<file path="config.mk">
export PLATFORM = sky130hd
export DESIGN_NAME = snake_position_engine
export DESIGN_NICKNAME = d
export VERILOG_FILES = /design/src/rtl/snake_pkg.sv /design/src/rtl/move_tick_gen.sv /design/src/rtl/snake_position_engine.sv
export SDC_FILE = /design/constraint.sdc
export NUM_CORES = 1
export LEC_CHECK = 0
export ABC_AREA = 1
export CELL_PAD_IN_SITES_DETAIL_PLACEMENT = 2
export CELL_PAD_IN_SITES_GLOBAL_PLACEMENT = 2
export CORE_MARGIN = 10
export CORE_UTILIZATION = 41
export DETAILED_ROUTE_END_ITERATION = 12
export DONT_BUFFER_PORTS = 1
export HOLD_SLACK_MARGIN = 0.15
export PLACE_DENSITY_LB_ADDON = 0.1
export SLEW_MARGIN = 20
export SYNTH_ARGS = -nofsm -noshare
export SYNTH_HDL_FRONTEND = slang
export SYNTH_SLANG_ARGS = --single-unit
</file>
<file path="constraint.sdc">
create_clock -name CLK -period 10.5 [get_ports CLK]
set_input_delay 2.1 -clock CLK [delete_from_list [all_inputs] [get_ports CLK]]
set_output_delay 2.1 -clock CLK [all_outputs]
set_load 0.005 [all_outputs]
</file>
<file path="src/rtl/snake_pkg.sv">
// snake_pkg: shared direction encodings, grid defaults, cell type and wrap-around head step
package snake_pkg;
  localparam int X_W = 8;
  localparam int Y_W = 7;
  localparam int GRID_W_DEF = 160;
  localparam int GRID_H_DEF = 120;
  typedef enum logic [1:0] {
    DIR_UP    = 2'b00,
    DIR_DOWN  = 2'b01,
    DIR_LEFT  = 2'b10,
    DIR_RIGHT = 2'b11
  } dir_t;
  typedef struct packed {
    logic [X_W-1:0] x;
    logic [Y_W-1:0] y;
  } cell_t;
  function automatic cell_t step_cell(input cell_t c, input dir_t d, input int w, input int h);
    cell_t n;
    n.x = d == DIR_LEFT  ? (c.x == '0 ? X_W'(w - 1) : c.x - X_W'(1)) :
          d == DIR_RIGHT ? (c.x == X_W'(w - 1) ? '0 : c.x + X_W'(1)) : c.x;
    n.y = d == DIR_UP    ? (c.y == '0 ? Y_W'(h - 1) : c.y - Y_W'(1)) :
          d == DIR_DOWN  ? (c.y == Y_W'(h - 1) ? '0 : c.y + Y_W'(1)) : c.y;
    return n;
  endfunction
endpackage

</file>
<file path="src/rtl/move_tick_gen.sv">
// move_tick_gen: step strobe generator (CLK, RESET in; TICK high while the counter sits at TICK_DIV-1)
module move_tick_gen #(
  parameter int TICK_DIV = 5_000_000
) (
  input  logic CLK,
  input  logic RESET,
  output logic TICK
);
  localparam int CW = TICK_DIV > 1 ? $clog2(TICK_DIV) : 1;
  logic [CW-1:0] tick_cnt;
  assign TICK = tick_cnt == CW'(TICK_DIV - 1);
  always_ff @(posedge CLK)
    tick_cnt <= RESET || TICK ? '0 : tick_cnt + CW'(1);
endmodule

</file>
<file path="src/rtl/snake_position_engine.sv">
// snake_position_engine: snake segment state (CLK/RESET, Navigation_State, TARGET_X/Y, QUERY_X/Y in; HEAD_X/Y, SNAKE_LEN, MOVE_TICK, TARGET_REACHED, sticky GAME_FAILED, registered ON_SNAKE out)
module snake_position_engine
  import snake_pkg::*;
#(
  parameter int GRID_W   = GRID_W_DEF,
  parameter int GRID_H   = GRID_H_DEF,
  parameter int MAX_LEN  = 16,
  parameter int INIT_LEN = 4,
  parameter int TICK_DIV = 5_000_000
) (
  input  logic       CLK,
  input  logic       RESET,
  input  logic [1:0] Navigation_State,
  input  logic [7:0] TARGET_X,
  input  logic [6:0] TARGET_Y,
  input  logic [7:0] QUERY_X,
  input  logic [6:0] QUERY_Y,
  output logic [7:0] HEAD_X,
  output logic [6:0] HEAD_Y,
  output logic [4:0] SNAKE_LEN,
  output logic       MOVE_TICK,
  output logic       TARGET_REACHED,
  output logic       GAME_FAILED,
  output logic       ON_SNAKE
);
  cell_t seg [MAX_LEN];
  cell_t new_head;
  logic [MAX_LEN-1:0] hit_body, hit_query;
  logic step, collide, grab;
  move_tick_gen #(.TICK_DIV(TICK_DIV)) u_tick (
    .CLK  (CLK),
    .RESET(RESET),
    .TICK (MOVE_TICK)
  );
  assign new_head = step_cell(seg[0], dir_t'(Navigation_State), GRID_W, GRID_H);
  for (genvar i = 0; i < MAX_LEN; i++) begin : g_cmp
    assign hit_body[i]  = (i + 1 < int'(SNAKE_LEN)) && (seg[i] == new_head);
    assign hit_query[i] = (i < int'(SNAKE_LEN)) && (seg[i] == {QUERY_X, QUERY_Y});
  end
  assign step    = MOVE_TICK && !GAME_FAILED;
  assign collide = |hit_body;
  assign grab    = new_head == {TARGET_X, TARGET_Y};
  assign HEAD_X  = seg[0].x;
  assign HEAD_Y  = seg[0].y;
  always_ff @(posedge CLK) begin
    if (RESET) begin
      for (int i = 0; i < MAX_LEN; i++) begin
        seg[i].x <= X_W'(GRID_W / 2);
        seg[i].y <= Y_W'(GRID_H / 2 + i);
      end
      SNAKE_LEN      <= 5'(INIT_LEN);
      TARGET_REACHED <= 1'b0;
      GAME_FAILED    <= 1'b0;
      ON_SNAKE       <= 1'b0;
    end else begin
      ON_SNAKE       <= |hit_query;
      TARGET_REACHED <= step && !collide && grab;
      if (step && collide) GAME_FAILED <= 1'b1;
      if (step && !collide) begin
        seg[0] <= new_head;
        for (int i = 1; i < MAX_LEN; i++) seg[i] <= seg[i-1];
        if (grab && SNAKE_LEN != 5'(MAX_LEN)) SNAKE_LEN <= SNAKE_LEN + 5'd1;
      end
    end
  end
endmodule

</file>
-- After elaboration in Yosys (flattened, before gate mapping)
Memory sizes are Yosys's and may differ from the RTL's.
Index checks and enable logic that the tools add are counted.
W data, S select, Z words.
- bits in registers: 31
- RAM bits: 240
- input bits: 34
- output and inout port bits: 24
- logic and storage cells: 160
- memories: 1
- memories (name ; words ; bits a word ; rd ports ; clocked after memory_dff ; write ports ; line ; text):
    seg ; 16 ; 15 ; 16 ; 0 ; 16 ; snake_position_engine.sv:26 ; cell_t seg [MAX_LEN];
- add/sub/neg operators: 6
- $lt $le $gt $ge: 17
- equality and inequality tests: 40
- muxes and demuxes: 29
- bitwise operators: 16
- reductions and logical operators: 46
- operators with widths (kind ; count):
    $eq A15 B15 Y1 ; 33
    $mux W15 ; 16
    $lt A4 B5 Y1 const A ; 8
    $logic_and A1 B1 Y1 ; 37
    $mux W8 ; 4
    $reduce_or A16 Y1 ; 2
    $mux W7 ; 4
    $add A23 B1 Y23 const B ; 1
    $eq A23 B23 Y1 const B ; 1
    $lt A3 B5 Y1 const A ; 4
    $or A1 B1 Y1 ; 16
    $lt A1 B5 Y1 const A ; 2
    $lt A2 B5 Y1 const A ; 2
    $add A8 B1 Y8 const B ; 1
    $eq A8 B8 Y1 const B ; 1
    $logic_not A8 Y1 ; 1
    $sub A8 B1 Y8 const B ; 1
    $add A7 B1 Y7 const B ; 1
    $eq A7 B7 Y1 const B ; 1
    $logic_not A7 Y1 ; 1
    $sub A7 B1 Y7 const B ; 1
    $add A5 B1 Y5 const B ; 1
    $lt A5 B5 Y1 const A ; 1
    $mux W1 ; 5
    other kinds (7) ; 9

-- Longest topological paths before layout
Gate-level depths: netlist of run 1.
An unclocked memory read counts as a cell.
- word-level depth: 14
- mapped depth: 27
- mapped depth without buffers: 24

-- Cells and area by module
Synthesis of run 1 repeated with hierarchy kept, for this count alone.
- cells, all modules: 2536
- area, all modules: 17962.2 um^2
- by module, submodules not included (module ; instances ; cells an instance ; area an instance (um^2) ; sequential area each (um^2)):
    snake_position_engine ; 1 ; 2346 ; 16659.7 ; 6246.0
    move_tick_gen ; 1 ; 190 ; 1302.5 ; 460.4

-- Worst setup path after synthesis of run 1
OpenSTA, ideal clock, no wires.
- path type: input-to-reg
- from: input Navigation_State[1]
- to: memory seg[0][0] (netlist name) (enable)
- library setup time: 0.433 ns
- arrival: 5.792 ns
- required time: 10.067 ns
- slack: 4.275 ns
- stages on the path: 21
- buffers on the path: 4
- cell sequence: buf_4 inv_2 nand2_1 nor2_4 nand2_1 nand3_1 nand2_2 nand2_2 buf_4 nand2_1 nand4_1 nor2_1 nand3_1 nand2_1 nor2_1 nand3_2 nor2_2 nand2_1 nand2_1 buf_4 buf_2
- RTL lines (element ; line ; text):
    from (decl) ; snake_position_engine.sv:13 ; input logic [1:0] Navigation_State,
    to (decl) ; snake_position_engine.sv:26 ;

==> flow_summary.ini, run 1 <==
[sta]
hold_viol = 0
drv_slew = 0
finalCritPeriodShare = 0.705
period_needed_ps = 7400
worstMarginPinSlew_ps = 963
fmax_ghz = 0.135
rsz0062_at_grt = no
setup_tns_ps = 0
setup_viol = 0
slew_headroom = 0.352
fin_skew_ps = 19.8

[power]
power.total_mw = 2.76
p_leak_nw = 7.68
ir_drop_mv = 0.123
clkPwrFrac = 0.457
p_per_area_mw_per_mm2 = 145
p_seq_frac = 0.417
pwr-share-comb = 0.125
cellInternalPower_mw = 1.96
sw_frac_of_total = 0.289
p_switching_mw = 0.797

[place]
portBuffers = 0
dp_hpwl_um = 66500
globalplace.congestion = 0.982

[clock_tree]
clock_latency_ps = 560
root_buffer = clkbuf_16
cts_resized = 0
clockBufferDepth = 3
cts_tree = built
cts_sinks = 271
htree_levels = 2
post-cts-setup-buffers = 0
cts_buffers = 36
clk_pin_slew_ps = 50
cts_hold_buf = 0

[critical_path]
worstPathCellList = inv_2 > nor2_2 > inv_2 > nand3_2 > nand2_2 > inv_1 > nand2_1 > nand2_1 > nor2_1 > nand2_1 > nor2_1 > nand3_1 > nand2_1 > nor2_2 > nand3_2 > nor2_2 > nand2_1 > nand2_4 > buf_12
crit_path_end = seg[1][24]
cp-end-kind = flip-flop
crit_buf_inv = 4
path_delay_family = simple AND/OR/NAND/NOR gates
cp-startpoint = Navigation_State[1]
reg2regPathDepth = 21
cp_num_cells = 19
r2r_start = seg[0][7]
cpPeakStageDelay_ps = 750
start_kind = primary input
cp.arrival_ps = 7580
reg2reg_setup_slack_ps = 3550
worstSetupPathType = primary input to flip-flop
cp_max_fo = 139
critPathSlowestCell = nand2_4
critPathMostFrequentCell = nand2_1
r2r_end = seg[1][24]
worstPathRequired_ps = 10670

[run]
maxCapViolCount = 0

[synth]
synthCells = 2456
ys.flop_type = dfxtp_1
synth_largest_area_cell = edfxtp_1
synth_enable_flop_cells = 128
yosysWarnings = 0
synthesis.nets = 2498
ys_async_sr_fraction = 0
synth-seq-cells = 271
synth.distinct_cells = 54
synth_top_cell_area_share = 0.218
synthTopCellsByArea = edfxtp_1 22%, dfxtp_1 16%, nand2_1 13%, xnor2_1 7.6%, inv_1 7.2%
syn-cell-area_mm2 = 0.0177
synth.avg_cell_area_um2 = 7.19
yosysSeqAreaShare = 0.380

[final_layout]
n_fill_cell = 4982
diodes = 0
mostFrequentLayoutCells = 589 x nand2_1, 340 x inv_1, 271 x nor2_1
final_common_cell = nand2_1
drive_gt1_frac = 0.0477
fin_nets = 2430
area_growth_pct = 7.63

[floorplanning]
initial_utilization = 0.417
num_rows = 75
core_area_mm2 = 0.0423
die_x_um = 228
dieArea_mm2 = 0.0518
pin_count = 58
dieHeight_um = 228

[detailed_routing]
final_antenna_net_count = 0
via_per_inst = 6.02
drtPass1Iterations = 6
drcViolationCount = 0
wl_per_cell_um = 30.2
wirelength_um = 90200
drtIter0Drc = 2315
num_vias = 18004

[status]
status = completed

[grt]
grt_max_degree = 140
antenna_found_initial = 1
first_global_vias = 18087
grt_util_all_layers = 0.345
grt-ovfl-total = 0
grt_pass1_wl_um = 129000

[worst_hold_path]
hold_depth = 2
hp-class = flip-flop to flip-flop
==> state kept, by name (all words and copies together) (netlist names) <==
register	count
TARGET_REACHED	1
ON_SNAKE	1
GAME_FAILED	1
seg	240
SNAKE_LEN	5
u_tick.tick_cnt	23
==> area by class of cell <==
cell class / instances / area [um2] / area share
clock inverters: 8 / 87.6 / 0.00461
well taps: 577 / 722 / 0.0380
flip-flops and latches: 271 / 6710 / 0.353
multi-input cells: 1718 / 9040 / 0.475
repair buffers: 9 / 80.1 / 0.00421
clock buffers: 54 / 1060 / 0.0558
inverters: 352 / 1320 / 0.0695
==> logic make-up after synthesis <==
logic type,Yosys count,synth area share
buffers and inverters,467,0.111
DFF,271,0.380
xor gates and xnor gates,239,0.118
adders and majority gates,8,0.00567
AOI/OAI and AO/OA,242,0.0824
and+or+nand+nor,1229,0.303
==> worst min-delay path by stage <==
stage | to | from
2_1_floorplan | u_tick.tick_cnt[0] | u_tick.tick_cnt[0]
3_3_place_gp | u_tick.tick_cnt[0] | u_tick.tick_cnt[0]
3_5_place_dp | u_tick.tick_cnt[19] | u_tick.tick_cnt[19]
4_1_cts | u_tick.tick_cnt[9] | u_tick.tick_cnt[9]
5_1_grt | u_tick.tick_cnt[19] | u_tick.tick_cnt[19]
6_report | u_tick.tick_cnt[9] | u_tick.tick_cnt[9]
==> tightest hold or removal path, stage by stage, from the launching register on <==
cell and delay [ps]:
dfxtp_1 310, nand2_1 60, a21oi_1 50
==> metrics by stage <==
step	instance area, um2	std cells	setup slack, ps	hold slack, ps	util
finish	19000	2989	3100	470	0.449
global route	19000	2989	3010	503	0.449
CTS	19000	2989	3460	476	0.449
detailed placement	17900	2927	2920	468	0.422
global placement	17900	2927	2740	429	0.422
floorplan	17700	2456	4280	418	-
==> synthesized netlist by cell type (3+ instances only) <==
library cell and count:
nor3_1 17, a221oi_1 15, edfxtp_1 128, o22ai_1 87, a21oi_1 35, nor2_1 272, o211ai_1 4, clkbuf_1 36
o21ai_0 57, or2_2 10, nand3_2 5, dfxtp_1 143, xnor2_1 154, nand3_1 193, a211oi_1 5, and3_1 3
ha_1 8, o21ai_1 21, nor4_1 15, buf_2 33, buf_6 5, nand2_2 16, nand2_1 590, xor2_1 85
nand4_1 78, buf_4 32, nand3b_1 6, nor3b_1 7, inv_1 340, o31ai_1 4, buf_1 8, inv_2 10
nor2_2 7
==> power by group through the flow <==
stage | clock, mW | sequential, mW | combinational (mW)
detailed placement | 0 | 1.17 | 0.326
finish | 1.26 | 1.15 | 0.346
global route | 1.30 | 1.15 | 0.361
CTS | 1.26 | 1.15 | 0.330
floorplan | 0 | 1.16 | 0.225
global placement | 0 | 1.17 | 0.317
==> per-layer routing <==
metal	part of all wire	vias to the layer above	GRT usage
met5	0.00017	-	0
met4	0.033	2	0.114
met3	0.10	149	0.0793
met2	0.42	913	0.509
met1	0.44	9161	0.487
li1	-	7779	-
Power figures use the tool's default switching activity.
==> run 2, diff against run 1 <==
--- a/config.mk
+++ b/config.mk
@@ -9,7 +9,7 @@
 export CELL_PAD_IN_SITES_DETAIL_PLACEMENT = 2
 export CELL_PAD_IN_SITES_GLOBAL_PLACEMENT = 2
 export CORE_MARGIN = 10
-export CORE_UTILIZATION = 41
+export CORE_UTILIZATION = 34
 export DETAILED_ROUTE_END_ITERATION = 12
 export DONT_BUFFER_PORTS = 1
 export HOLD_SLACK_MARGIN = 0.15
==> constraint.sdc (replaced) <==
create_clock -name CLK -period 6 [get_ports CLK]
set_input_delay 1.2 -clock CLK [delete_from_list [all_inputs] [get_ports CLK]]
set_output_delay 1.2 -clock CLK [all_outputs]
set_load 0.005 [all_outputs]
==> flow_summary.ini, run 2 (same netlist as run 1, synthesis figures left out) <==
[detailed_routing]
final_antenna_net_count = 0
wl_per_cell_um = 29.2
wirelength_um = 91500
num_vias = 17960
drtIter0Drc = 1944
drtPass1Iterations = 5
via_per_inst = 5.74
drcViolationCount = 0

[final_layout]
largest_register = seg
largest_reg_flops = 240
fin_nets = 2465
area_growth_pct = 10.0
layoutNonFillerInstCount = 3131
reg_top3 = seg: 240 flops, u_tick.tick_cnt: 23 flops, SNAKE_LEN: 5 flops
n_fill_cell = 6053
final_common_cell = nand2_1
drive_gt1_frac = 0.0583
mostFrequentLayoutCells = 589 x nand2_1, 340 x inv_1, 272 x nor2_1
diodes = 0

[critical_path]
critPathSlowestCell = edfxtp_1
cpPeakStageDelay_ps = 580
worstSetupPathType = flip-flop to flip-flop
worstPathRequired_ps = 6450
worstPathCellList = inv_1 > ha_1 > nand2_1 > nor2_2 > inv_1 > nand2_1 > nand2_1 > nand2_2 > buf_4 > xor2_1 > nand3_1 > nor2_1 > nand3_1 > nand2_1 > nor2_1 > nand2_2 > nor3_4 > nand2_8 > buf_4 > o21ai_0 > inv_1
start_kind = flip-flop
critPathMostFrequentCell = nand2_1
cp.arrival_ps = 5880
cp-end-kind = flip-flop
cp_max_fo = 45
reg2reg_setup_slack_ps = 570

[floorplanning]
die_x_um = 248
num_rows = 83
pin_count = 58
dieArea_mm2 = 0.0615
initial_utilization = 0.344
dieHeight_um = 248
core_area_mm2 = 0.0514

[grt]
grt_util_all_layers = 0.295
grt_pass1_wl_um = 132000
first_global_vias = 18129
grt_max_degree = 72
grt-ovfl-total = 0
antenna_found_initial = 1

[sta]
setup_tns_ps = 0
slew_headroom = 0.460
hold_viol = 0
rsz0062_at_grt = no
worstMarginPinSlew_ps = 803
fmax_ghz = 0.184
setup_viol = 0
finalCritPeriodShare = 0.905
fin_skew_ps = 26.7
whs_ps = 479
drv_slew = 0
period_needed_ps = 5430
fin_ws_ps = 569

[clock_tree]
cts_tree = built
cts_buffers = 37
post-cts-setup-buffers = 0
clockBufferDepth = 3
clock_latency_ps = 580
root_buffer = clkbuf_16
cts_resized = 0
cts_sinks = 271
cts_hold_buf = 0
clk_pin_slew_ps = 60
htree_levels = 2

[run]
maxCapViolCount = 0

[worst_hold_path]
hp-class = flip-flop to flip-flop

[place]
globalplace.congestion = 1.00
placed_cells = 3064
pre_cts_ws_ps = 532
dp_hpwl_um = 69800
portBuffers = 0

[power]
p_leak_nw = 7.83
ir_drop_mv = 0.204
power.total_mw = 4.75
p_per_area_mw_per_mm2 = 245

[status]
status = completed
## run 2: cell count changes in the layout (fill, tap and decap cells not counted), sizes merged
cell    before  now
clkinv       8   12
buf          9   43
bufinv       2    0
clkbuf      54   56
inv        350  351
## run 2: critical path: cells and delay by family, from the launching register on
kind,cells,cell delay (ps)
xor+xnor,1,110
compound gates,1,280
buf+inv,5,1080
flops,1,580
fa+ha+maj,1,260
simple gates,13,2920
## run 2: where the power goes
part / total (mW) / switching [mW] / internal (mW)
clock network: 2.12 / 0.927 / 1.20
logic: 0.619 / 0.442 / 0.177
registers: 2.01 / 0.0488 / 1.96
total: 4.75 / 1.42 / 3.34
## run 2: path summary, 6_finish.rpt
check	startpoint	endpoint	cells after the start
setup / recovery	seg[0][7]	seg[3][51]	21
hold / removal	u_tick.tick_cnt[0]	u_tick.tick_cnt[0]	1
setup reg to reg	seg[0][7]	seg[3][51]	21
hold reg to reg	u_tick.tick_cnt[0]	u_tick.tick_cnt[0]	1
## run 2: final cells by class
| class | instances | area, um2 | share of cell area |
|---|---|---|---|
| well taps | 680 | 851 | 0.0438 |
| multi-input cells | 1718 | 9030 | 0.465 |
| clock inverters | 11 | 52.6 | 0.00270 |
| clock buffers | 56 | 1040 | 0.0535 |
| repair buffers | 43 | 435 | 0.0224 |
| inverters | 352 | 1320 | 0.0680 |
| flip-flops and latches | 271 | 6710 | 0.345 |
## run 2: per-stage QoR
stage               area [um2]   util
CTS                      19400  0.378
finish                   19400  0.378
global placement         18300  0.357
floorplan                17700      -
detailed placement       18300  0.357
global route             19400  0.378
## run 2: layer usage
| metal | vias to the layer above | track usage | wire length (um) |
|---|---|---|---|
| met4 | 0 | 0.0721 | 2290 |
| met2 | 786 | 0.441 | 39500 |
| li1 | 7854 | - | - |
| met3 | 126 | 0.0659 | 8260 |
| met5 | - | 0 | 0 |
| met1 | 9194 | 0.422 | 41500 |
==> run 3, diff against run 2 <==
--- a/config.mk
+++ b/config.mk
@@ -5,11 +5,10 @@
 export SDC_FILE = /design/constraint.sdc
 export NUM_CORES = 1
 export LEC_CHECK = 0
-export ABC_AREA = 1
 export CELL_PAD_IN_SITES_DETAIL_PLACEMENT = 2
 export CELL_PAD_IN_SITES_GLOBAL_PLACEMENT = 2
 export CORE_MARGIN = 10
-export CORE_UTILIZATION = 34
+export CORE_UTILIZATION = 38
 export DETAILED_ROUTE_END_ITERATION = 12
 export DONT_BUFFER_PORTS = 1
 export HOLD_SLACK_MARGIN = 0.15
@@ -17,4 +16,5 @@
 export SLEW_MARGIN = 20
 export SYNTH_ARGS = -nofsm -noshare
 export SYNTH_HDL_FRONTEND = slang
+export SYNTH_HIERARCHICAL = 1
 export SYNTH_SLANG_ARGS = --single-unit
==> flow_summary.ini, run 3 <==
[final_layout]
final_common_cell = xnor2_1
fin_nets = 1937
mostFrequentLayoutCells = 268 x xnor2_1, 178 x xor2_1, 157 x nor2_1
largest_register = seg
reg_top3 = seg: 240 flops, u_tick/tick_cnt: 23 flops, SNAKE_LEN: 5 flops
drive_gt1_frac = 0.0913
largest_reg_flops = 240
area_growth_pct = 10.6

[sta]
whs_ps = 494
fin_skew_ps = 44.9
drv_slew = 0
setup_viol = 0
rsz0062_at_grt = no
period_needed_ps = 5510
setup_tns_ps = 0
slew_headroom = 0.215
hold_viol = 0
fmax_ghz = 0.182
finalCritPeriodShare = 0.918
worstMarginPinSlew_ps = 1170

[grt]
grt_max_degree = 149
grt_pass1_wl_um = 126000
antenna_found_initial = 3
grt-ovfl-total = 0
first_global_vias = 17006
grt_util_all_layers = 0.302

[critical_path]
cp.arrival_ps = 5920
cp-end-kind = flip-flop
start_kind = flip-flop
worstPathRequired_ps = 6410
worstSetupPathType = flip-flop to flip-flop
cp_max_fo = 148

[detailed_routing]
drtIter0Drc = 1307
wl_per_cell_um = 34.4
drtPass1Iterations = 5
final_antenna_net_count = 0
wirelength_um = 87200
drcViolationCount = 0
num_vias = 16029
via_per_inst = 6.33

[synth]
synth_most_common_cell = xnor2_1
synth_largest_area_cell = edfxtp_1
synth_enable_flop_cells = 128
synth.distinct_cells = 98
ys_async_sr_fraction = 0
yosysWarnings = 6
synth.avg_cell_area_um2 = 9.51
synth-seq-cells = 271
synthTopCellsByArea = edfxtp_1 21%, dfxtp_1 16%, xnor2_1 13%, xor2_1 8.5%, mux2i_1 4.4%
ys.flop_type = dfxtp_1
synthesis.nets = 1964
yosysSeqAreaShare = 0.367
synthCells = 1922
synth_top_cell_area_share = 0.210
syn-cell-area_mm2 = 0.0183
synth_top_cells_by_count = 268 x xnor2_1, 178 x xor2_1, 158 x nor2_1

[place]
portBuffers = 0
globalplace.congestion = 0.971
dp_hpwl_um = 62200

[floorplanning]
core_area_mm2 = 0.0476
initial_utilization = 0.383
dieHeight_um = 239
pin_count = 58
die_x_um = 239
num_rows = 80
dieArea_mm2 = 0.0573

[clock_tree]
post-cts-setup-buffers = 0
cts_resized = 0
clock_latency_ps = 570
clk_pin_slew_ps = 60
clockBufferDepth = 3
cts_hold_buf = 0
cts_buffers = 35
htree_levels = 2
cts_tree = built
cts_sinks = 271
root_buffer = clkbuf_16

[power]
ir_drop_mv = 0.210
pwr-share-comb = 0.114
p_per_area_mw_per_mm2 = 232
p_seq_frac = 0.433
cellInternalPower_mw = 3.44
p_leak_nw = 6.53
clkPwrFrac = 0.453
p_switching_mw = 1.24
sw_frac_of_total = 0.265

[status]
status = completed

[worst_hold_path]
hp-class = flip-flop to flip-flop

[run]
maxCapViolCount = 0
==> run 3: changes by cell type in the layout (fill, tap and decap cells not counted), moves of 53 or more <==
cell	delta
nand2_1	-543
inv_1	-303
nand3_1	-153
nor2_1	-115
xnor2_1	+114
xor2_1	+93
o22ai_1	-81
mux2i_1	+80
and2_1	+67
nor4_1	+53
==> run 3: cells by family after synthesis <==
kind of cell,after synthesis,share of synthesized area
adder cells (fa/ha/maj),8,0.00548
XOR/XNOR,450,0.219
AO/OA/AOI/OAI,276,0.116
AND/OR/NAND/NOR,647,0.199
multiplexers,84,0.0462
flip-flops,271,0.367
buffers and inverters,186,0.0475
==> run 3: routing by layer <==
| metal | share of wire | vias to the layer above | global-route usage |
|---|---|---|---|
| li1 | - | 6814 | - |
| met1 | 0.42 | 8369 | 0.380 |
| met2 | 0.46 | 598 | 0.484 |
| met3 | 0.058 | 244 | 0.0483 |
| met4 | 0.060 | 4 | 0.168 |
| met5 | 0.00024 | - | 0 |
==> run 3: critical path: stages, from the launching register on <==
cell,delay (ps)
edfxtp_1,680
nor3_2,640
nand2_1,360
o211ai_1,690
buf_4,280
xnor2_1,120
nand4_1,170
nor4_1,910
a32oi_1,290
nand4_2,250
nor3_4,80
buf_12,310
a211o_1,410
==> run 3: area by class of cell <==
class	instances	area, um2
clock buffer	47	971
clock inverter	12	140
timing repair buffer	85	751
antenna	2	5.00
sequential	271	6710
fill	5106	27400
multi-input combinational	1465	10700
inverter	37	139
tap	615	769
==> run 3: final timing paths <==
kind / end / startpoint / cells past startpoint / slack, ps
worst max-delay path: seg[14][11] / seg[0][3] / 12 / 490
worst min-delay path: u_tick/tick_cnt[22] / u_tick/tick_cnt[22] / 2 / 490
worst max register to register: seg[14][11] / seg[0][3] / 12 / 490
worst min register to register: u_tick/tick_cnt[22] / u_tick/tick_cnt[22] / 2 / 490
==> run 3: stage by stage <==
| step | total power, mW | util | instance area, um2 | instances | setup WS, ps |
|---|---|---|---|---|---|
| final | 4.69 | 0.424 | 20200 | 2534 | 494 |
| after global routing | 4.81 | 0.424 | 20200 | 2532 | 361 |
| after CTS | 4.71 | 0.424 | 20200 | 2532 | 639 |
| after detailed placement | 2.59 | 0.401 | 19100 | 2473 | 453 |
| after global placement | 2.57 | 0.400 | 19100 | 2472 | 489 |
| after floorplan | 2.42 | - | 18300 | 1922 | 469 |
==> run 3: power groups by stage <==
stage | clock network [mW] | logic, mW | registers (mW)
after CTS | 2.16 | 0.524 | 2.03
final | 2.12 | 0.533 | 2.03
after detailed placement | 0 | 0.518 | 2.07
after global routing | 2.22 | 0.560 | 2.03
after floorplan | 0 | 0.378 | 2.04
after global placement | 0 | 0.502 | 2.07
